File: src/rtl/permutation_sequencer_pkg.sv
// Shared Ascon types, round-count constants and the three round-step
// functions used by the one-round datapath.
package ascon_pack;

    // Five 64-bit lanes x0..x4; index 0 is x0.
    typedef logic [4:0][63:0] type_state;

    // Permutation sequencer control states.
    typedef enum logic [1:0] {
        IDLE = 2'd0,
        RUN  = 2'd1,
        DONE = 2'd2
    } type_perm_fsm;

    localparam int         NB_ROUNDS_A       = 12;
    localparam int         NB_ROUNDS_B       = 6;
    localparam logic [3:0] ROUND_IDX_B_FIRST = 4'd6;
    localparam logic [3:0] ROUND_IDX_LAST    = 4'd11;

    // c_r = {15 - r, r}: 0xF0, 0xE1, ... 0x4B for r = 0..11.
    function automatic logic [7:0] round_constant(input logic [3:0] r);
        return {4'hF - r, r};
    endfunction

    // Rotate a lane right by a fixed amount (callers pass constants only).
    function automatic logic [63:0] ror64(input logic [63:0] x, input int unsigned n);
        return (x >> n) | (x << (64 - n));
    endfunction

    // Round constant enters the low byte of x2 only.
    function automatic type_state constant_addition(input type_state s, input logic [3:0] r);
        type_state t;
        t = s;
        t[2][7:0] = s[2][7:0] ^ round_constant(r);
        return t;
    endfunction

    // Bitsliced 5-bit S-box applied to all 64 columns at once.
    function automatic type_state substitution_layer(input type_state s);
        type_state  o;
        logic [63:0] x0, x1, x2, x3, x4;
        logic [63:0] t0, t1, t2, t3, t4;
        logic [63:0] y0, y1, y2, y3, y4;
        x0 = s[0] ^ s[4];
        x1 = s[1];
        x2 = s[2] ^ s[1];
        x3 = s[3];
        x4 = s[4] ^ s[3];
        t0 = ~x0 & x1;
        t1 = ~x1 & x2;
        t2 = ~x2 & x3;
        t3 = ~x3 & x4;
        t4 = ~x4 & x0;
        y0 = x0 ^ t1;
        y1 = x1 ^ t2;
        y2 = x2 ^ t3;
        y3 = x3 ^ t4;
        y4 = x4 ^ t0;
        // Output mixing; y1 uses the post-chi y0, y0 uses the post-chi y4.
        o[1] = y1 ^ y0;
        o[0] = y0 ^ y4;
        o[3] = y3 ^ y2;
        o[2] = ~y2;
        o[4] = y4;
        return o;
    endfunction

    // Per-lane linear diffusion with the Ascon rotation pairs.
    function automatic type_state diffusion(input type_state s);
        type_state o;
        o[0] = s[0] ^ ror64(s[0], 19) ^ ror64(s[0], 28);
        o[1] = s[1] ^ ror64(s[1], 61) ^ ror64(s[1], 39);
        o[2] = s[2] ^ ror64(s[2],  1) ^ ror64(s[2],  6);
        o[3] = s[3] ^ ror64(s[3], 10) ^ ror64(s[3], 17);
        o[4] = s[4] ^ ror64(s[4],  7) ^ ror64(s[4], 41);
        return o;
    endfunction

endpackage

File: src/rtl/permutation_sequencer_round.sv
// One Ascon round, purely combinational:
// constant addition -> substitution layer -> diffusion.
module ascon_round
    import ascon_pack::*;
(
    input  logic [3:0] round_i,
    input  type_state  state_i,
    output type_state  state_o
);

    // Intermediate stages kept as named nets so they can be probed.
    type_state state_cadd;
    type_state state_sbox;

    assign state_cadd = constant_addition(state_i, round_i);
    assign state_sbox = substitution_layer(state_cadd);
    assign state_o    = diffusion(state_sbox);

endmodule

File: src/rtl/permutation_sequencer.sv
// Sequences p^a (rounds 0..11) or p^b (rounds 6..11) over one shared round
// datapath, one round per clock, with a start/busy/done handshake.
//
// Handshake: start_i is sampled only while IDLE; the accepted edge loads
// state_i and mode_i. busy_o stays high through RUN and DONE, and done_o is
// a one-cycle pulse in DONE while state_o holds the permuted result.
// start_i seen in RUN or DONE is dropped, never queued.
module permutation_sequencer
    import ascon_pack::*;
(
    input  logic         clock_i,
    input  logic         reset_i,
    input  logic         start_i,
    input  logic         mode_i,
    input  type_state    state_i,
    output type_state    state_o,
    output logic [3:0]   round_o,
    output logic         busy_o,
    output logic         done_o,
    output type_perm_fsm fsm_state_o
);

    type_perm_fsm fsm_q,   fsm_d;
    logic [3:0]   round_q, round_d;
    logic         mode_q,  mode_d;
    type_state    state_q, state_d;
    type_state    round_state;
    logic         round_illegal;

    ascon_round u_round (
        .round_i (round_q),
        .state_i (state_q),
        .state_o (round_state)
    );

    // Counter values above 11, or below 6 in p^b, can only come from a fault.
    assign round_illegal = (round_q > ROUND_IDX_LAST) ||
                           (mode_q && (round_q < ROUND_IDX_B_FIRST));

    // State register, round counter, latched mode and FSM state.
    always_ff @(posedge clock_i or posedge reset_i) begin
        if (reset_i) begin
            fsm_q   <= IDLE;
            round_q <= 4'd0;
            mode_q  <= 1'b0;
            state_q <= '0;
        end else begin
            fsm_q   <= fsm_d;
            round_q <= round_d;
            mode_q  <= mode_d;
            state_q <= state_d;
        end
    end

    // Next-state logic: load on accepted start, one round per RUN cycle.
    always_comb begin
        fsm_d   = fsm_q;
        round_d = round_q;
        mode_d  = mode_q;
        state_d = state_q;
        case (fsm_q)
            IDLE: begin
                if (start_i) begin
                    state_d = state_i;
                    mode_d  = mode_i;
                    round_d = mode_i ? ROUND_IDX_B_FIRST : 4'd0;
                    fsm_d   = RUN;
                end
            end
            RUN: begin
                if (round_illegal) begin
                    round_d = 4'd0;
                    fsm_d   = IDLE;
                end else begin
                    state_d = round_state;
                    if (round_q == ROUND_IDX_LAST) begin
                        // Counter parks at 0 rather than stepping to 12.
                        round_d = 4'd0;
                        fsm_d   = DONE;
                    end else begin
                        round_d = round_q + 4'd1;
                    end
                end
            end
            DONE: begin
                fsm_d = IDLE;
            end
            default: begin
                round_d = 4'd0;
                fsm_d   = IDLE;
            end
        endcase
    end

    assign state_o     = state_q;
    assign round_o     = round_q;
    assign busy_o      = (fsm_q != IDLE);
    assign done_o      = (fsm_q == DONE);
    assign fsm_state_o = fsm_q;

endmodule

File: config.mk
export PLATFORM = sky130hd
export DESIGN_NAME = permutation_sequencer
export DESIGN_NICKNAME = d
export VERILOG_FILES = /design/src/rtl/permutation_sequencer_pkg.sv /design/src/rtl/permutation_sequencer_round.sv /design/src/rtl/permutation_sequencer.sv
export SDC_FILE = /design/constraint.sdc
export NUM_CORES = 2
export LEC_CHECK = 0
export BUFFER_PORTS_ARGS = -buffer_cell sky130_fd_sc_hd__buf_2
export CORE_ASPECT_RATIO = 0.7
export CORE_MARGIN = 5
export CORE_UTILIZATION = 30
export DETAILED_ROUTE_END_ITERATION = 16
export GPL_TIMING_DRIVEN = 0
export MAX_ROUTING_LAYER = met4
export PLACE_DENSITY_LB_ADDON = 0.08
export SETUP_SLACK_MARGIN = 0.5
export SYNTH_ARGS = -nofsm -noshare
export SYNTH_HDL_FRONTEND = slang
export SYNTH_SLANG_ARGS = --single-unit
export TNS_END_PERCENT = 100
File: constraint.sdc
create_clock -name clock_i -period 29.9 [get_ports clock_i]
set_input_delay 2.99 -clock clock_i [delete_from_list [all_inputs] [get_ports clock_i]]
set_output_delay 2.99 -clock clock_i [all_outputs]
set_load 0.05 [all_outputs]
==> run metrics <==
setup violators final 0; Worst EP required a little over 30,000 ps; Pre-antenna DRT Iters 6; RePlAce Congestion 1.065; overflow left after global routing 0; final hold vios 0; buffers and inverters on the worst path 4; Avg Inst Size Synth between 9 and 10 um^2; ANT nets after route 0; Rows around 100; placed cells 5,479; post-synthesis adder-cell area fraction 0.06590; Iter 0 DRT Violations 4,573; crit path kind in2reg; CTS tree done; IO Pins 652; I/O Buffers 651; failing checks max-capacitance violations, max-slew violations; clock-pin slew on the worst setup and hold paths around 60 ps; critical path, cell by cell buf_2, nand2b_1, nor2_2, clkbuf_1, buf_2, clkbuf_1, nand3_1, o221ai_1; Synthesized Nets 3,814; Mapped Area 32,850 um^2; Worst Setup Start Kind primary input; drt drc 0; Core ar. 108,600 um^2; CP Capture Type flop; Rel. slew slack -0.2398; Post-Synth Simple-Gate Area 0.1332; number of clock sinks 327; post-synthesis sequential area ratio 0.2491; max-cap violations 22; Post CTS Setup Buffer Count 0; CTS Hold Bufs 0; Wirelength per Cell 42.82 um; worst stage delay on the critical path about 900 ps; total placed instance area 38,470 um^2; die height approximately 290 um; RSZ-0062 raised after global routing no; routed wire length 238,500 um; Main synth FF type dfrtp_1; vias in the first global route 30,430; Yosys reg bits 327; Arr. time, crit path 6780 ps; post-layout instance area about 40,000 um^2; worst slack at placement 23,160 ps; Final Slew Violations 77; pin count of the biggest net entering global routing 79; H-tree levels 2; hpwl dp 203,300 um; FFs w/ async S/R, synth 1.000; synth-to-layout area growth 22.07%; slowest stage cell, crit path nor2_2; initial antenna violation count 36; Vias 32,770; final clock skew 42.63 ps; xor and xnor area share after synthesis 0.3303; multiplexer share of the synthesized area 0.01341; Syn. warnings 0; period utilization 0.2086; EDFF count, synth 0; CTS resizes 0; crit-path leading delay family buffers and inverters; Compound-Gate Fraction of Synth Area 0.1657; Layout Nets 4,537; run status finished, violations left; Max Buffers Root-to-Sink 3; Final WS setup roughly 24,000 ps; fmax 0.1603 GHz; Synth Instances 3,361; Horiz. Die Dim 405.5 um; Vias/cell between 5 and 6; layout cells sized above 1 0.2269; Finished Layout Cells 5,571; Root Buffer clkbuf_16; Skew-Pair Late Insertion Delay 640 ps; Setup TNS Final 0 ps; worst slew pin tran 1845 ps; Total GRT Usage 0.4069; Starting Density 0.3026; Hold Path Class reg2reg; final-layout fill cell count 11,210; Die ar. 116,300 um^2; total CTS buffers 45; worst-path fanout max 10; global-route wire length before repair 303,100 um; post-layout min period a little over 6000 ps; dominant combinational cell family by area after synthesis XOR/XNOR gates; Cell variety after synth 57
-- worst register-to-register path: cells and delay by family (launching register included) --
family	cells	cell delay, ps
buffers and inverters	3	1940
AND/OR/NAND/NOR	3	1680
flip-flops	1	480
multiplexers	1	220
-- cell usage after synthesis (all sizes together) (107+ instances only) --
cell    instances  share of area
xnor3         201           0.14
nand2         107          0.012
a211oi        116          0.027
nor2          157          0.018
xor2          199          0.053
xnor2         361          0.097
inv           185          0.021
dfrtp         327           0.25
o21ai         179          0.027
and3          194          0.037
a21oi         217          0.033
ha            129          0.049
-- metrics by stage --
step	utilization	hold WS, ps
2_1_floorplan	-	494.7
3_3_place_gp	0.3492	515.0
3_5_place_dp	0.3544	518.4
4_1_cts	0.3683	531.9
5_1_grt	0.3692	558.6
6_report	0.3694	535.2
-- path summary, 6_finish.rpt --
kind / to / slack (ps) / cells past startpoint / startpoint
max: state_o[3]$_DFFE_PP0P_ / 23660 / 8 / start_i
min: state_o[131]$_DFFE_PP0P_ / 540 / 2 / state_o[131]$_DFFE_PP0P_
max reg2reg: round_o[0]$_DFFE_PP0P_ / 25490 / 7 / fsm_state_o[1]$_DFFE_PP0P_
min reg2reg: state_o[131]$_DFFE_PP0P_ / 540 / 2 / state_o[131]$_DFFE_PP0P_
max in group asynchronous: state_o[237]$_DFFE_PP0P_ / 25860 / 5 / reset_i
min in group asynchronous: state_o[93]$_DFFE_PP0P_ / 2360 / 2 / reset_i
-- registers in the layout, summed over array words and instances, names as in the netlist --
register and cells:
state_o 320, round_o 4, fsm_state_o 2, mode_q 1
-- logic make-up (layout without fill, tap and decap cells) --
logic type,after synthesis,in the layout
other,0,13
flip-flops,327,327
AND/OR/NAND/NOR,824,824
buffers and inverters,345,1100
multiplexers,43,43
AO/OA/AOI/OAI,819,819
adder cells (fa/ha/maj),184,184
XOR/XNOR,819,819
-- layout make-up --
type | count | area, um^2 | share of cell area
multi-input combinational | 2689 | 23530 | 0.5869
sequential | 327 | 8183 | 0.2041
timing repair buffer | 676 | 3632 | 0.09059
tap | 1442 | 1804 | 0.04500
clock buffer | 62 | 1282 | 0.03199
buffer | 160 | 703.2 | 0.01754
inverter | 185 | 701.9 | 0.01751
clock inverter | 17 | 225.2 | 0.005617
antenna | 13 | 32.53 | 0.0008114
-- routing by layer --
layer / up-vias / wire (um) / track usage
met5: - / 0 / -
met4: 0 / 6664 / 0.09689
met3: 242 / 27350 / 0.1274
met2: 1965 / 97380 / 0.5610
met1: 17050 / 107100 / 0.5782
li1: 13520 / - / -
-- cell usage in the layout, fill, tap and decap left out, types with 54 or more instances in the layout --
cell,count
a211oi_1,115
a21oi_1,217
and3_1,194
buf_2,697
clkbuf_1,104
dfrtp_1,327
ha_1,129
inv_1,184
maj3_1,55
nand2_1,107
nand3_1,81
nor2_1,156
nor2b_1,103
o211ai_1,63
o21ai_0,171
o221ai_1,54
xnor2_1,326
xnor3_1,201
xor2_1,198
xor3_1,58
Power is left out: the tool's default activity adds up to more than one toggle a clock period on the data nets, which glitch-free logic cannot reach.
